<file path="src/rtl/div_pkg.sv">
// rtl/div_pkg.sv - shared types, widths and iteration step for the divider (DIV_RADIX4_EN selects 4 iterations)
package div_pkg;

  localparam int DATA_W = 8;
`ifdef DIV_RADIX4_EN
  localparam int ITERS = 4;
`else
  localparam int ITERS = 8;
`endif
  localparam int CNT_W = 4;

  typedef enum logic [1:0] {
    ST_IDLE = 2'd0,
    ST_CALC = 2'd1,
    ST_DONE = 2'd2
  } state_t;

  typedef enum logic [1:0] {
    CMD_NOP     = 2'b00,
    CMD_LOAD_LO = 2'b01,
    CMD_LOAD_HI = 2'b10,
    CMD_START   = 2'b11
  } cmd_t;

  // One restoring-division step: shift the next dividend bit into the partial
  // remainder, subtract the divisor when it fits, shift the quotient bit in.
  // Returns {remainder, quotient/dividend shift register}.
  function automatic logic [2*DATA_W-1:0] div_step(
    input logic [DATA_W-1:0] rem,
    input logic [DATA_W-1:0] quo,
    input logic [DATA_W-1:0] dvs
  );
    logic [DATA_W:0]   trial;
    logic              fits;
    logic [DATA_W-1:0] rem_n;
    trial = {rem, quo[DATA_W-1]};
    fits  = (trial >= {1'b0, dvs});
    rem_n = fits ? (trial[DATA_W-1:0] - dvs) : trial[DATA_W-1:0];
    return {rem_n, quo[DATA_W-2:0], fits};
  endfunction

endpackage

</file>
<file path="src/rtl/div_core.sv">
// rtl/div_core.sv - iterative restoring divider datapath (DIV_RADIX4_EN resolves two bits per cycle)
module div_core
  import div_pkg::*;
(
  input  logic              clk,
  input  logic              rst_n,
  input  logic              start_i,
  input  logic [15:0]       dividend_i,
  input  logic [DATA_W-1:0] divisor_i,
  output logic              done_o,
  output logic [DATA_W-1:0] quo_o,
  output logic [DATA_W-1:0] rem_o
);

  logic [DATA_W-1:0]   rem_q, rem_d;
  logic [DATA_W-1:0]   quo_q, quo_d;
  logic [CNT_W-1:0]    cnt_q, cnt_d;
  logic                busy_q, busy_d;
  logic [2*DATA_W-1:0] step1;
  logic [2*DATA_W-1:0] step_res;
  logic                last;

  // Combinational iteration: one or two restoring steps per cycle
  always_comb begin
    step1 = div_step(rem_q, quo_q, divisor_i);
`ifdef DIV_RADIX4_EN
    step_res = div_step(step1[2*DATA_W-1:DATA_W], step1[DATA_W-1:0], divisor_i);
`else
    step_res = step1;
`endif
  end

  assign last   = busy_q && (cnt_q == CNT_W'(ITERS - 1));
  assign done_o = last;
  assign quo_o  = step_res[DATA_W-1:0];
  assign rem_o  = step_res[2*DATA_W-1:DATA_W];

  // Next-state for shift registers and iteration counter
  always_comb begin
    rem_d  = rem_q;
    quo_d  = quo_q;
    cnt_d  = cnt_q;
    busy_d = busy_q;
    if (start_i) begin
      rem_d  = dividend_i[15:8];
      quo_d  = dividend_i[7:0];
      cnt_d  = '0;
      busy_d = 1'b1;
    end else if (busy_q) begin
      rem_d = step_res[2*DATA_W-1:DATA_W];
      quo_d = step_res[DATA_W-1:0];
      if (last) begin
        cnt_d  = '0;
        busy_d = 1'b0;
      end else begin
        cnt_d = cnt_q + 1'b1;
      end
    end
  end

  // Working registers with synchronous reset
  always_ff @(posedge clk) begin
    if (!rst_n) begin
      rem_q  <= '0;
      quo_q  <= '0;
      cnt_q  <= '0;
      busy_q <= 1'b0;
    end else begin
      rem_q  <= rem_d;
      quo_q  <= quo_d;
      cnt_q  <= cnt_d;
      busy_q <= busy_d;
    end
  end

endmodule

</file>
<file path="src/rtl/tt_um_divider.sv">
// rtl/tt_um_divider.sv - 16/8 unsigned divider top: pin decode, loads, start edge detect, flags, output mux (DIV_RADIX4_EN)
module tt_um_divider
  import div_pkg::*;
(
  input  logic       clk,
  input  logic       rst_n,
  input  logic       ena,
  input  logic [7:0] ui_in,
  input  logic [7:0] uio_in,
  output logic [7:0] uo_out,
  output logic [7:0] uio_out,
  output logic [7:0] uio_oe
);

  state_t            state_q, state_d;
  logic [15:0]       dividend_q, dividend_d;
  logic [DATA_W-1:0] divisor_q, divisor_d;
  logic [DATA_W-1:0] quotient_q, quotient_d;
  logic [DATA_W-1:0] remainder_q, remainder_d;
  logic              div0_q, div0_d;
  logic              ovf_q, ovf_d;
  logic [1:0]        prev_cmd_q, prev_cmd_d;

  logic [1:0]        cmd;
  logic              out_sel;
  logic              start_req;
  logic              is_div0;
  logic              is_ovf;
  logic              core_start;
  logic              core_done;
  logic [DATA_W-1:0] core_quo;
  logic [DATA_W-1:0] core_rem;
  logic              busy;
  logic              done;
  logic              unused_pins;

  assign cmd         = uio_in[1:0];
  assign out_sel     = uio_in[2];
  assign unused_pins = &{1'b0, ena, uio_in[7:3]};

  assign start_req  = (cmd == CMD_START) && (prev_cmd_q != CMD_START) && (state_q != ST_CALC);
  assign is_div0    = (ui_in == '0);
  assign is_ovf     = !is_div0 && (dividend_q[15:8] >= ui_in);
  assign core_start = start_req && !is_div0 && !is_ovf;

  div_core u_core (
    .clk        (clk),
    .rst_n      (rst_n),
    .start_i    (core_start),
    .dividend_i (dividend_q),
    .divisor_i  (divisor_q),
    .done_o     (core_done),
    .quo_o      (core_quo),
    .rem_o      (core_rem)
  );

  // State register
  always_ff @(posedge clk) begin
    if (!rst_n) state_q <= ST_IDLE;
    else        state_q <= state_d;
  end

  // Next-state: degenerate starts finish immediately, others iterate
  always_comb begin
    state_d = state_q;
    case (state_q)
      ST_IDLE, ST_DONE: if (start_req) state_d = core_start ? ST_CALC : ST_DONE;
      ST_CALC:          if (core_done) state_d = ST_DONE;
      default:          state_d = ST_IDLE;
    endcase
  end

  // State-decoded status outputs
  always_comb begin
    busy = (state_q == ST_CALC);
    done = (state_q == ST_DONE);
  end

  // Operand loads, flag checks and result capture
  always_comb begin
    dividend_d  = dividend_q;
    divisor_d   = divisor_q;
    quotient_d  = quotient_q;
    remainder_d = remainder_q;
    div0_d      = div0_q;
    ovf_d       = ovf_q;
    prev_cmd_d  = cmd;
    if (state_q != ST_CALC) begin
      if (cmd == CMD_LOAD_LO) dividend_d[7:0]  = ui_in;
      if (cmd == CMD_LOAD_HI) dividend_d[15:8] = ui_in;
      if (start_req) begin
        divisor_d = ui_in;
        div0_d    = is_div0;
        ovf_d     = is_ovf;
        if (is_div0) begin
          quotient_d  = 8'hFF;
          remainder_d = dividend_q[7:0];
        end else if (is_ovf) begin
          quotient_d  = 8'hFF;
          remainder_d = 8'hFF;
        end
      end
    end else if (core_done) begin
      quotient_d  = core_quo;
      remainder_d = core_rem;
    end
  end

  // Operand, result and flag registers
  always_ff @(posedge clk) begin
    if (!rst_n) begin
      dividend_q  <= '0;
      divisor_q   <= '0;
      quotient_q  <= '0;
      remainder_q <= '0;
      div0_q      <= 1'b0;
      ovf_q       <= 1'b0;
      prev_cmd_q  <= CMD_NOP;
    end else begin
      dividend_q  <= dividend_d;
      divisor_q   <= divisor_d;
      quotient_q  <= quotient_d;
      remainder_q <= remainder_d;
      div0_q      <= div0_d;
      ovf_q       <= ovf_d;
      prev_cmd_q  <= prev_cmd_d;
    end
  end

  assign uo_out  = out_sel ? remainder_q : quotient_q;
  assign uio_out = {busy, done, div0_q, ovf_q, 3'b000, unused_pins};
  assign uio_oe  = 8'hF0;

endmodule

</file>
<file path="config.mk">
export PLATFORM = sky130hd
export DESIGN_NAME = tt_um_divider
export DESIGN_NICKNAME = d
export VERILOG_FILES = /design/src/rtl/div_pkg.sv /design/src/rtl/div_core.sv /design/src/rtl/tt_um_divider.sv
export SDC_FILE = /design/constraint.sdc
export NUM_CORES = 1
export LEC_CHECK = 0
export ABC_AREA = 1
export BUFFER_PORTS_ARGS = -buffer_cell sky130_fd_sc_hd__buf_4
export CORE_AREA = 2 2 76 92
export CTS_CLUSTER_SIZE = 16
export DETAILED_ROUTE_END_ITERATION = 6
export DIE_AREA = 0 0 78 94
export PLACE_DENSITY = 0.89
export RECOVER_POWER = 100
export SETUP_SLACK_MARGIN = 0.4
export SLEW_MARGIN = 20
export SYNTH_ARGS = -nofsm -noshare
export SYNTH_HDL_FRONTEND = slang
export SYNTH_HIERARCHICAL = 1
export SYNTH_SLANG_ARGS = --single-unit
</file>
<file path="constraint.sdc">
create_clock -name clk -period 5.7 [get_ports clk]
set_clock_uncertainty 0.2 [all_clocks]
set_input_delay 0 -clock clk [delete_from_list [all_inputs] [get_ports clk]]
set_output_delay 0 -clock clk [all_outputs]
set_load 0.03 [all_outputs]
</file>
# Yosys cells after proc, flatten, opt, wreduce, memory -nomap -nowiden

Cells that the tools add are included.

Flip-flop bits (word level): 67
Input bits: 19
Logic and storage cells: 72

Bitwise logic cells: 1
Equality and inequality tests: 12
Muxes and demuxes: 23
Order comparisons: 2
Add/sub/neg operators: 2
Reduce and logical (&&, ||, !) cells: 19

Operators by type and width:

| operator                                               | count |
|---|---|
| two-way mux 8 bit                                      | 15 |
| greater-or-equal comparator 9 x 8 -> 1 bit             | 1 |
| greater-or-equal comparator 8 bit                      | 1 |
| logical NOT 8 bit                                      | 1 |
| inequality test 2 bit (second input constant)          | 4 |
| AND reduction 2 bit                                    | 4 |
| subtractor 8 bit                                       | 1 |
| == test 2 bit (second input constant)                  | 3 |
| logical AND 1 bit                                      | 6 |
| two-way mux 2 bit                                      | 3 |
| adder 4 x 1 -> 4 bit (second input constant)           | 1 |
| == test 2 x 1 -> 1 bit (second input constant)         | 2 |
| == test 4 x 3 -> 1 bit (second input constant)         | 1 |
| two-way mux 4 bit                                      | 1 |
| case mux 2 bit (2 select lines)                        | 1 |
| nonzero test 2 bit                                     | 2 |
| OR reduction 2 bit                                     | 2 |
| two-way mux 1 bit                                      | 3 |
| inequality test 3 bit (second input constant)          | 1 |
| AND reduction 3 bit                                    | 1 |
| logical NOT 1 bit                                      | 2 |
| logical NOT 2 bit                                      | 1 |
| inequality test 2 x 1 -> 1 bit (second input constant) | 1 |
| NOT 1 bit                                              | 1 |

# Longest topological paths before layout

Gate-level depths: netlist of the first run.

Depth after elaboration: 8
Gate-level depth with buffers: 16

# Cells and area by module

Netlist of the first run, hierarchy kept.

By module, submodules not included:

| module        | sequential area each (um2) | area an instance (um2) | instances | cells an instance |
|---|---|---|---|---|
| tt_um_divider | 920.9                      | 2,379.8                | 1         | 323 |
| div_core      | 420.4                      | 1,606.5                | 1         | 233 |

# Least setup slack after synthesis of the first run

OpenSTA, ideal clock, no wires.

Kind: flip-flop to flip-flop
Start: register dividend_q[15]
End: register u_core.rem_q[4]
Buffers on the path: 2
Library setup time: 69 ps
Data required time: 5,431 ps
Clock period less this slack: 2,318 ps
Path slack: 3,382 ps
Arrival time: 2,049 ps
Stages on the path, launching flop included: 10
Path through: dfxtp_1 ha_1 a21o_1 nor2_1 nand3_1 nor3_1 buf_2 buf_1 a22oi_1 a21oi_2

Word-level cells in the longest chain between the ends: 5

Ends and longest elaborated chain:

| what                                                           | line                 | text |
|---|---|---|
| start, declared                                                | tt_um_divider.sv:16  | `logic [15:0] dividend_q, dividend_d;` |
| start signal, assigned                                         | tt_um_divider.sv:120 | `dividend_q <= dividend_d;` |
| greater-or-equal comparator 8 bit (*)                          | tt_um_divider.sv:43  | `assign is_ovf = !is_div0 && (dividend_q[15:8] >= ui_in);` |
| logical AND 1 bit (*)                                          | tt_um_divider.sv:43  |  |
| logical NOT 1 bit (*)                                          | tt_um_divider.sv:44  | `assign core_start = start_req && !is_div0 && !is_ovf;` |
| logical AND 1 bit (*)                                          | tt_um_divider.sv:44  |  |
| net core_start                                                 | tt_um_divider.sv:29  | `logic core_start;` |
| two-way mux 8 bit / nonzero test 2 bit (equally long branches) | n/a                  |  |
| end signal, assigned                                           | div_core.sv:69       | `rem_q <= rem_d;` |
| end, declared                                                  | div_core.sv:15       | `logic [DATA_W-1:0] rem_q, rem_d;` |

Mark *: on every way through the listed nets, which the timed path passes. The rest lies on a longest branch.
A chain may end at the register's enable or synchronous reset.

# Final worst setup path of the first run

Start: register state_q[0]
End: register u_core.quo_q[7]

Word-level cells in the longest chain between the ends: 5

Ends and longest elaborated chain:

| what                                                           | line                | text |
|---|---|---|
| start, declared                                                | tt_um_divider.sv:15 | `state_t state_q, state_d;` |
| start signal, assigned                                         | tt_um_divider.sv:60 | `else state_q <= state_d;` |
| inequality test 2 x 1 -> 1 bit (*)                             | tt_um_divider.sv:41 | `assign start_req = (cmd == CMD_START) && (prev_cmd_q != CMD_START) && (state_q != ST_CALC);` |
| logical AND 1 bit (*)                                          | tt_um_divider.sv:41 |  |
| logical AND 1 bit (*) (2 in a row)                             | tt_um_divider.sv:44 |  |
| net core_start                                                 | tt_um_divider.sv:29 |  |
| two-way mux 8 bit / nonzero test 2 bit (equally long branches) | n/a                 |  |
| end signal, assigned                                           | div_core.sv:70      | `quo_q <= quo_d;` |
| end, declared                                                  | div_core.sv:16      | `logic [DATA_W-1:0] quo_q, quo_d;` |

Marked as above.

==> impl_results.md, run 1 <==
* Most used cell, CP: inv_1
* Antenna violations before repair at 0
* Post-synth EDFFs at 0
* Final instance area at 4330 um2
* Final setup TNS at 0 ns
* Layout area overhead at 8.66%
* Netlist cell types at between 40 and 50
* Die area at between 7000 and 8000 um2
* Worst ir drop on vdd at about 230 uV
* Synthesized area at 3990 um2
* FFs w/ async S/R, synth at 0
* Min-delay worst type: in -> out
* CTS resizes at 0
* CTS sink cnt at 67
* Slew Limit Fails at 51
* Chip Height at 94 um
* CTS root buf: clkbuf_8
* Largest net degree at the start of global routing at about 50
* Top sig layer: met4
* Internal at 0.870 mW
* Status: finished with violations
* Max stage delay on crit path at 0.93 ns
* Dpl hpwl at 6620 um
* Clock power share at 0.277
* TritonCTS clock tree: yes
* Minimum clock period at 4.11 ns
* Clock Latency Late Sink at around 0.35 ns
* Vias at 3,641
* Fin nets at 614
* Worst EP required at about 5.8 ns
* Final Cycle Share at 0.721
* Final WL at around 9500 um
* Worst setup EP type: register
* Leakage power at 2.03 nW
* Placed cells at 635
* Top Ports at 43
* CORE AREA at around 6400 um2
* Sequential area share after synthesis at 0.336
* Placer Congestion at 0.904
* Wire length on met1 at 4010 um
* Layout cells sized above 1 at 0.132
* Warnings, synthesis at 6
* Synthesis-stage register bit count at 67
* WL/cell at 14.2 um
* Chip width at 78 um
* CP max FO at 21
* Final hold viol count at 0
* Met3 Routed Length at 469 um
* Final setup vio count at 0
* Cells after Synth at around 560
* GR Util All Layers at 0.271
* Max-Cap Viols at 1
* Dominant cell type by area after synthesis: dfxtp_1
* CP top delay family: simple AND/OR/NAND/NOR gates
* Pre-antenna DRT Iters at 5
* Met2 routed WL at 4730 um
* Final Non-Filler Cells at 667
* Area after DPL at just over 4000 um2
* CTS max path bufs at 2
* Vias in the first global route at 3,371
* Count leader, synth: nand2_1
* Buffers & Inverters on Critical Path at 5
* Syn avg cell area at 7.17 um2
* Synth cell count leaders: 87 x nand2_1, 76 x inv_1, 67 x dfxtp_1, 51 x nor2_1, 43 x a21oi_1
* Slew HR at -0.244
* Vias/cell at roughly 5.5
* Maximum clock frequency at roughly 0.24 GHz
* First-pass GRT wire length at 15,600 um
* CP startpoint kind: register
* PwrDens at 324 nW/um2
* Post-route ant nets at 0
* Iteration-0 DRC count of the detailed router at between 200 and 300
* Clock transition at path regs at about 0.080 ns
* Tot Pwr at 1.40 mW
* Post CTS Setup Buffer Count at 0
* Switching share of power at 0.379
* Port bufs at 24
* Core Rows at 32
* Crit path setup slack, layout at 1.59 ns
* RSZ-0062 raised after global routing: false
* Logic pwr share at 0.349
* Ys flop type: dfxtp_1
* Failing checks: max-capacitance violations, max-slew violations
* Antenna cells at 0
* Seq. cell area at 1340 um2
* Worst Setup Path Type: reg -> reg
* Final core occ at 0.676
* WHS at ~0.25 ns
* Slowest CP cell: nor2_1
* Switching pwr at 0.532 mW
* Pre-CTS setup slack at ~2.6 ns
* Slew at the pin with the worst max-slew slack at 1.87 ns
* CP cell instances: inv_1 > nor2_1 > inv_1 > nand2_1 > nor3_1 > clkbuf_1 > nor2_1 > inv_1 > nor2_1 > o21ai_0 > inv_1
* Initial Utilization at 0.622
* Fillers at 523
* CP arrival at 4.18 ns
* GRT overflow at 0
* Top-area cell type share of the netlist area at 0.336
* Hold_buf cts at 16
* Htree depth at 3
* DRC Markers at 0
* Sequential power share at 0.374
* Largest cells by area after synthesis: dfxtp_1 34%, nand2_1 8.2%, inv_1 7.2%
* Total clock buffers created by CTS at 9
* Multi-input logic area at 2070 um2
flip-flops by register name, indices dropped and copies added, names as in the netlist:
signal,flops
quotient_q,8
prev_cmd_q,2
u_core/quo_q,8
u_core/cnt_q,4
state_q,2
u_core/rem_q,8
u_core/busy_q,1
remainder_q,8
divisor_q,8
div0_q,1
ovf_q,1
dividend_q,16
power by group through the flow:
| stage | clock (mW) | combinational [mW] | sequential (mW) |
|---|---|---|---|
| detailed placement | 0 | 0.475 | 0.534 |
| finish | 0.388 | 0.490 | 0.525 |
| CTS | 0.393 | 0.489 | 0.524 |
| global placement | 0 | 0.463 | 0.533 |
| global route | 0.414 | 0.541 | 0.527 |
| floorplan | 0 | 0.388 | 0.526 |
path summary, 6_finish.rpt:
path	cells after the start	to	slack [ns]	start
max	11	u_core/quo_q[7]$_SDFFE_PN0P_	1.59	state_q[0]$_SDFFE_PN0P_
min	3	uo_out[0]	0.25	uio_in[2]
max reg2reg	11	u_core/quo_q[7]$_SDFFE_PN0P_	1.59	state_q[0]$_SDFFE_PN0P_
min reg2reg	2	dividend_q[1]$_SDFFE_PN0P_	0.28	dividend_q[1]$_SDFFE_PN0P_
kinds of logic (layout without fill, tap and decap cells):
family	count (synthesis)	after routing	share of synthesized area
compound gates	112	112	0.169
xor+xnor	3	3	0.00659
fa+ha+maj	18	18	0.0584
buf+inv	125	141	0.146
flops	67	67	0.336
mux	3	3	0.00847
other cells	2	12	0.00188
simple gates	226	226	0.273
cell usage in the layout, fill, tap and decap left out, types with 2 or more instances in the layout:
| master | instances |
|---|---|
| nand2_2 | 18 |
| clkbuf_1 | 15 |
| dfxtp_1 | 67 |
| buf_4 | 12 |
| clkinv_1 | 2 |
| nand3b_1 | 10 |
| nand2_1 | 89 |
| a31oi_1 | 7 |
| nor2_1 | 51 |
| nand3_2 | 2 |
| a22oi_1 | 8 |
| clkbuf_8 | 9 |
| mux2_2 | 3 |
| nor2_2 | 3 |
| a21oi_2 | 5 |
| xor2_1 | 2 |
| inv_2 | 2 |
| o21bai_2 | 8 |
| nand3_1 | 35 |
| clkinv_4 | 3 |
| inv_1 | 78 |
| dlygate4sd3_1 | 16 |
| o21ai_0 | 38 |
| clkinv_2 | 2 |
| a21oi_1 | 44 |
| nor2_4 | 2 |
| conb_1 | 12 |
| nor3_1 | 2 |
| nand4_1 | 4 |
| ha_1 | 17 |
| and2_1 | 4 |
layout make-up:
cell class	count	area share
Timing Repair Buffer	42	0.0699
Sequential cell	67	0.310
Tap cell	85	0.0246
Multi-Input combinational cell	374	0.479
Clock buffer	10	0.0295
Clock inverter	6	0.0153
Inverter	83	0.0722
per-layer routing:
layer / GRT usage / up-vias
met2: 0.476 / 114
met5: 0 / -
met1: 0.323 / 1695
li1: - / 1809
met4: 0.104 / 0
met3: 0.0567 / 23
worst reg2reg max path, delay by kind of cell, from the launching register on:
family	cells	cell delay, ns
simple gates	5	2.12
flops	1	0.35
buf+inv	5	1.27
compound gates	1	0.09
Power figures use the tool's default switching activity.
==> inputs of run 2 (changes only) <==
ABC_AREA = 0   (was 1)
CORE_AREA = 2 2 81 99   (was 2 2 76 92)
DIE_AREA = 0 0 83 101   (was 0 0 78 94)
PLACE_DENSITY = 0.81   (was 0.89)
clock period = 3.57 ns   (was 5.7 ns; I/O delays follow)
==> run 2 against run 1 <==
  * The run now ends clean
  * First-iteration DRC count down 1.1%
  * Synthesized area is 3.7% lower
  * Die area is 14% higher
  * Critical endpoint is now u_core/rem_q[7]$_SDFFE_PN0P_
==> impl_results.md, run 2 <==
* Status: complete, no violations
* Post-route ant nets at 0 (unchanged)
* Iteration-0 DRC count of the detailed router at 278 (-1.1%)
* Chip width at 83 um (+6.4%)
* First-pass GRT wire length at 14,200 um (-8.8%)
* CTS sink cnt at 67 (unchanged)
* Leakage power at 1.76 nW (-14%)
* Slew at the pin with the worst max-slew slack at 0.877 ns (-0.990 ns)
* CP arrival at 3.06 ns (-1.12 ns)
* Commonest cells after routing, fill and taps aside: 67 x dfxtp_1, 46 x nor2_1, 46 x a21oi_1, 27 x nor2b_1, 25 x inv_1
* GRT overflow at 0 (unchanged)
* Chip Height at 101 um (+7.4%)
* Die area at 8380 um2 (+14%)
* Worst Setup Path Type: reg -> reg
* FF-to-FF setup slack at 0.58 ns (-1.02 ns)
* CTS max path bufs at 2 (unchanged)
* Layout area overhead at 8.67% (about the same)
* Final setup TNS at 0 ns (unchanged)
* Final setup vio count at 0 (unchanged)
* Sequential area share after synthesis at 0.349 (+0.0128)
* Largest net degree at the start of global routing at 60 (+18%)
* Final core occ at 0.557 (-0.119)
* Layout cells sized above 1 at 0.123 (-0.00919)
* Synthesis-stage register bit count at 67 (unchanged)
* Slew Limit Fails at 0 (-100%)
* GR Util All Layers at 0.210 (-0.0604)
* Min-delay worst type: reg -> reg
* Final WL at 8700 um (-8.4%)
* Synth cell count leaders: 67 x dfxtp_1, 46 x a21oi_1, 46 x nor2_1, 27 x nor2b_1, 25 x inv_1
* Hold EP: ovf_q$_SDFFE_PN0P_
* Clock Latency Late Sink at 0.34 ns (about the same)
* Syn avg cell area at 8.71 um2 (+21%)
* Commonest non-fill, non-tap cell in the layout: dfxtp_1
* Pre-antenna DRT Iters at 5 (unchanged)
* CP top delay family: simple AND/OR/NAND/NOR gates
* Top Ports at 43 (unchanged)
* Final instance area at 4170 um2 (-3.7%)
* Critical Path Source: state_q[1]$_SDFFE_PN0P_
* Fin nets at 495 (-19%)
* Number of cells on the worst reg-to-reg path at 10 (-1)
* RR Endpoint: u_core/rem_q[7]$_SDFFE_PN0P_
* Total clock buffers created by CTS at 9 (unchanged)
* Antenna cells at 0 (unchanged)
* CP cell instances: nand2b_1 > nand4_1 > clkbuf_1 > nand2b_1 > nor2_1 > inv_1 > nand2_1 > nor2_1 > nand2_1 > o21ai_1
* Slew HR at 0.415 (+0.660)
* Port bufs at 24 (unchanged)
* Dominant cell type by area after synthesis: dfxtp_1
* Fillers at 665 (+27%)
* Synthesized area at 3840 um2 (-3.7%)
* Netlist cell types at 60 (+43%)
* CP max FO at 21 (unchanged)
* Ys flop type: dfxtp_1
* Post-synth EDFFs at 0 (unchanged)
* WL/cell at 15.7 um (+10%)
* Final hold viol count at 0 (unchanged)
* Core Rows at 35 (+9.4%)
* CORE AREA at 7490 um2 (+17%)
* DRC Markers at 0 (unchanged)
* Hold Path Depth at 2 (-1)
* Placer Congestion at 0.866 (-4.2%)
* Buffers & Inverters on Critical Path at 2 (-3)
* Largest cells by area after synthesis: dfxtp_1 35%, a21oi_1 6.0%, ha_1 5.5%
* Htree depth at 3 (unchanged)
* Dpl hpwl at 6150 um (-7.2%)
* FFs w/ async S/R, synth at 0 (unchanged)
* Final Cycle Share at 0.839 (+0.118)
* Area after DPL at 3920 um2 (-3.5%)
* Vias in the first global route at 3,067 (-9.0%)
* TritonCTS clock tree: yes
* Slowest CP cell: clkbuf_1
* Vias at 3,164 (-13%)
* RSZ-0062 raised after global routing: false
* Beginning of the worst hold path: ovf_q$_SDFFE_PN0P_
* Max-Cap Viols at 0 (-1)
* Max stage delay on crit path at 0.66 ns (-0.27 ns)
* Minimum clock period at 2.99 ns (-1.11 ns)
* CTS root buf: clkbuf_8
* Vias/cell at 5.70 (+4.4%)
* Maximum clock frequency at 0.334 GHz (+37%)
* Initial Utilization at 0.513 (-0.109)
* Max FFs per register at 16 (unchanged)
* Count leader, synth: dfxtp_1
* Reg with most FFs: dividend_q
* CP startpoint kind: register
* Clock transition at path regs at 0.08 ns (about the same)
* Worst setup EP type: register
* PwrDens at 458 nW/um2 (+42%)
* Warnings, synthesis at 6 (unchanged)
* Worst EP required at 3.64 ns (-2.13 ns)
* Worst reg2reg startpoint: state_q[1]$_SDFFE_PN0P_
* Top-area cell type share of the netlist area at 0.349 (+0.0128)
* Antenna violations before repair at 0 (unchanged)
* Tot Pwr at 1.91 mW (+36%)
* Cells after Synth at 441 (-21%)
* Worst ir drop on vdd at 263 uV (+14%)
[run 2: cell families (layout without fill, tap and decap cells)]
kind of cell	count (synthesis)	in the layout	synth area share
flops	67	67	0.349
compound gates	98	98	0.190
xor+xnor	6	6	0.0137
buf+inv	71	83	0.0971
mux	33	33	0.0922
simple gates	146	146	0.195
other cells	2	12	0.00196
fa+ha+maj	18	18	0.0606
[run 2: per-stage QoR]
stage | hold WS [ns] | std cells | setup WS [ns]
6_report | 0.264 | 555 | 0.575
2_1_floorplan | -0.0783 | 451 | 0.988
4_1_cts | 0.266 | 555 | 0.598
5_1_grt | 0.294 | 555 | 0.249
3_5_place_dp | 0.0317 | 525 | 0.611
3_3_place_gp | 0.0338 | 525 | 0.704
[run 2: repair_timing]
item | 4_1_cts | 5_1_grt
buffers inserted | 0 | 0
hold endpoints to repair | 47 | 0
setup endpoints to repair | 0 | 3
hold buffers | 14 | 0
resized for setup | 0 | 1
[run 2: cell type report]
| type | instances | area, um2 | area share |
|---|---|---|---|
| Inverter | 26 | 97.6 | 0.0234 |
| Sequential cell | 67 | 1340 | 0.321 |
| Clock inverter | 6 | 45.0 | 0.0108 |
| Multi-Input combinational cell | 313 | 2140 | 0.513 |
| Timing Repair Buffer | 41 | 294 | 0.0705 |
| Clock buffer | 10 | 138 | 0.0330 |
| Tap cell | 92 | 115 | 0.0276 |
[run 2: how the worst max path moves through the flow]
stage	endpoint	slack (ns)	cells after the start
after floorplan	u_core/rem_q[5]$_SDFFE_PN0P_	0.99	11
after global placement	remainder_q[4]$_SDFFE_PN0P_	0.70	9
after detailed placement	remainder_q[6]$_SDFFE_PN0P_	0.61	9
after CTS	remainder_q[6]$_SDFFE_PN0P_	0.60	9
after global routing	u_core/rem_q[7]$_SDFFE_PN0P_	0.25	10
final	u_core/rem_q[7]$_SDFFE_PN0P_	0.58	10
[run 2: power breakdown]
part,internal [mW],leakage [nW],total [mW],switching (mW)
Combinational,0.215,1.12,0.516,0.301
Sequential,0.782,0.545,0.810,0.0281
Clock,0.277,0.0974,0.586,0.309
Total,1.27,1.76,1.91,0.638
[run 2: routing by layer]
layer	share of wire	global-route usage	up-vias
li1	-	-	1535
met1	0.43	0.245	1483
met2	0.50	0.379	116
met3	0.039	0.0278	30
met4	0.036	0.106	0
met5	0	0	-
[run 2: worst reg2reg max path: stages, from the launching register on]
cell and delay (ns):
dfxtp_1 0.31, nand2b_1 0.22, nand4_1 0.13, clkbuf_1 0.66
nand2b_1 0.27, nor2_1 0.09, inv_1 0.24, nand2_1 0.22
nor2_1 0.33, nand2_1 0.10, o21ai_1 0.14
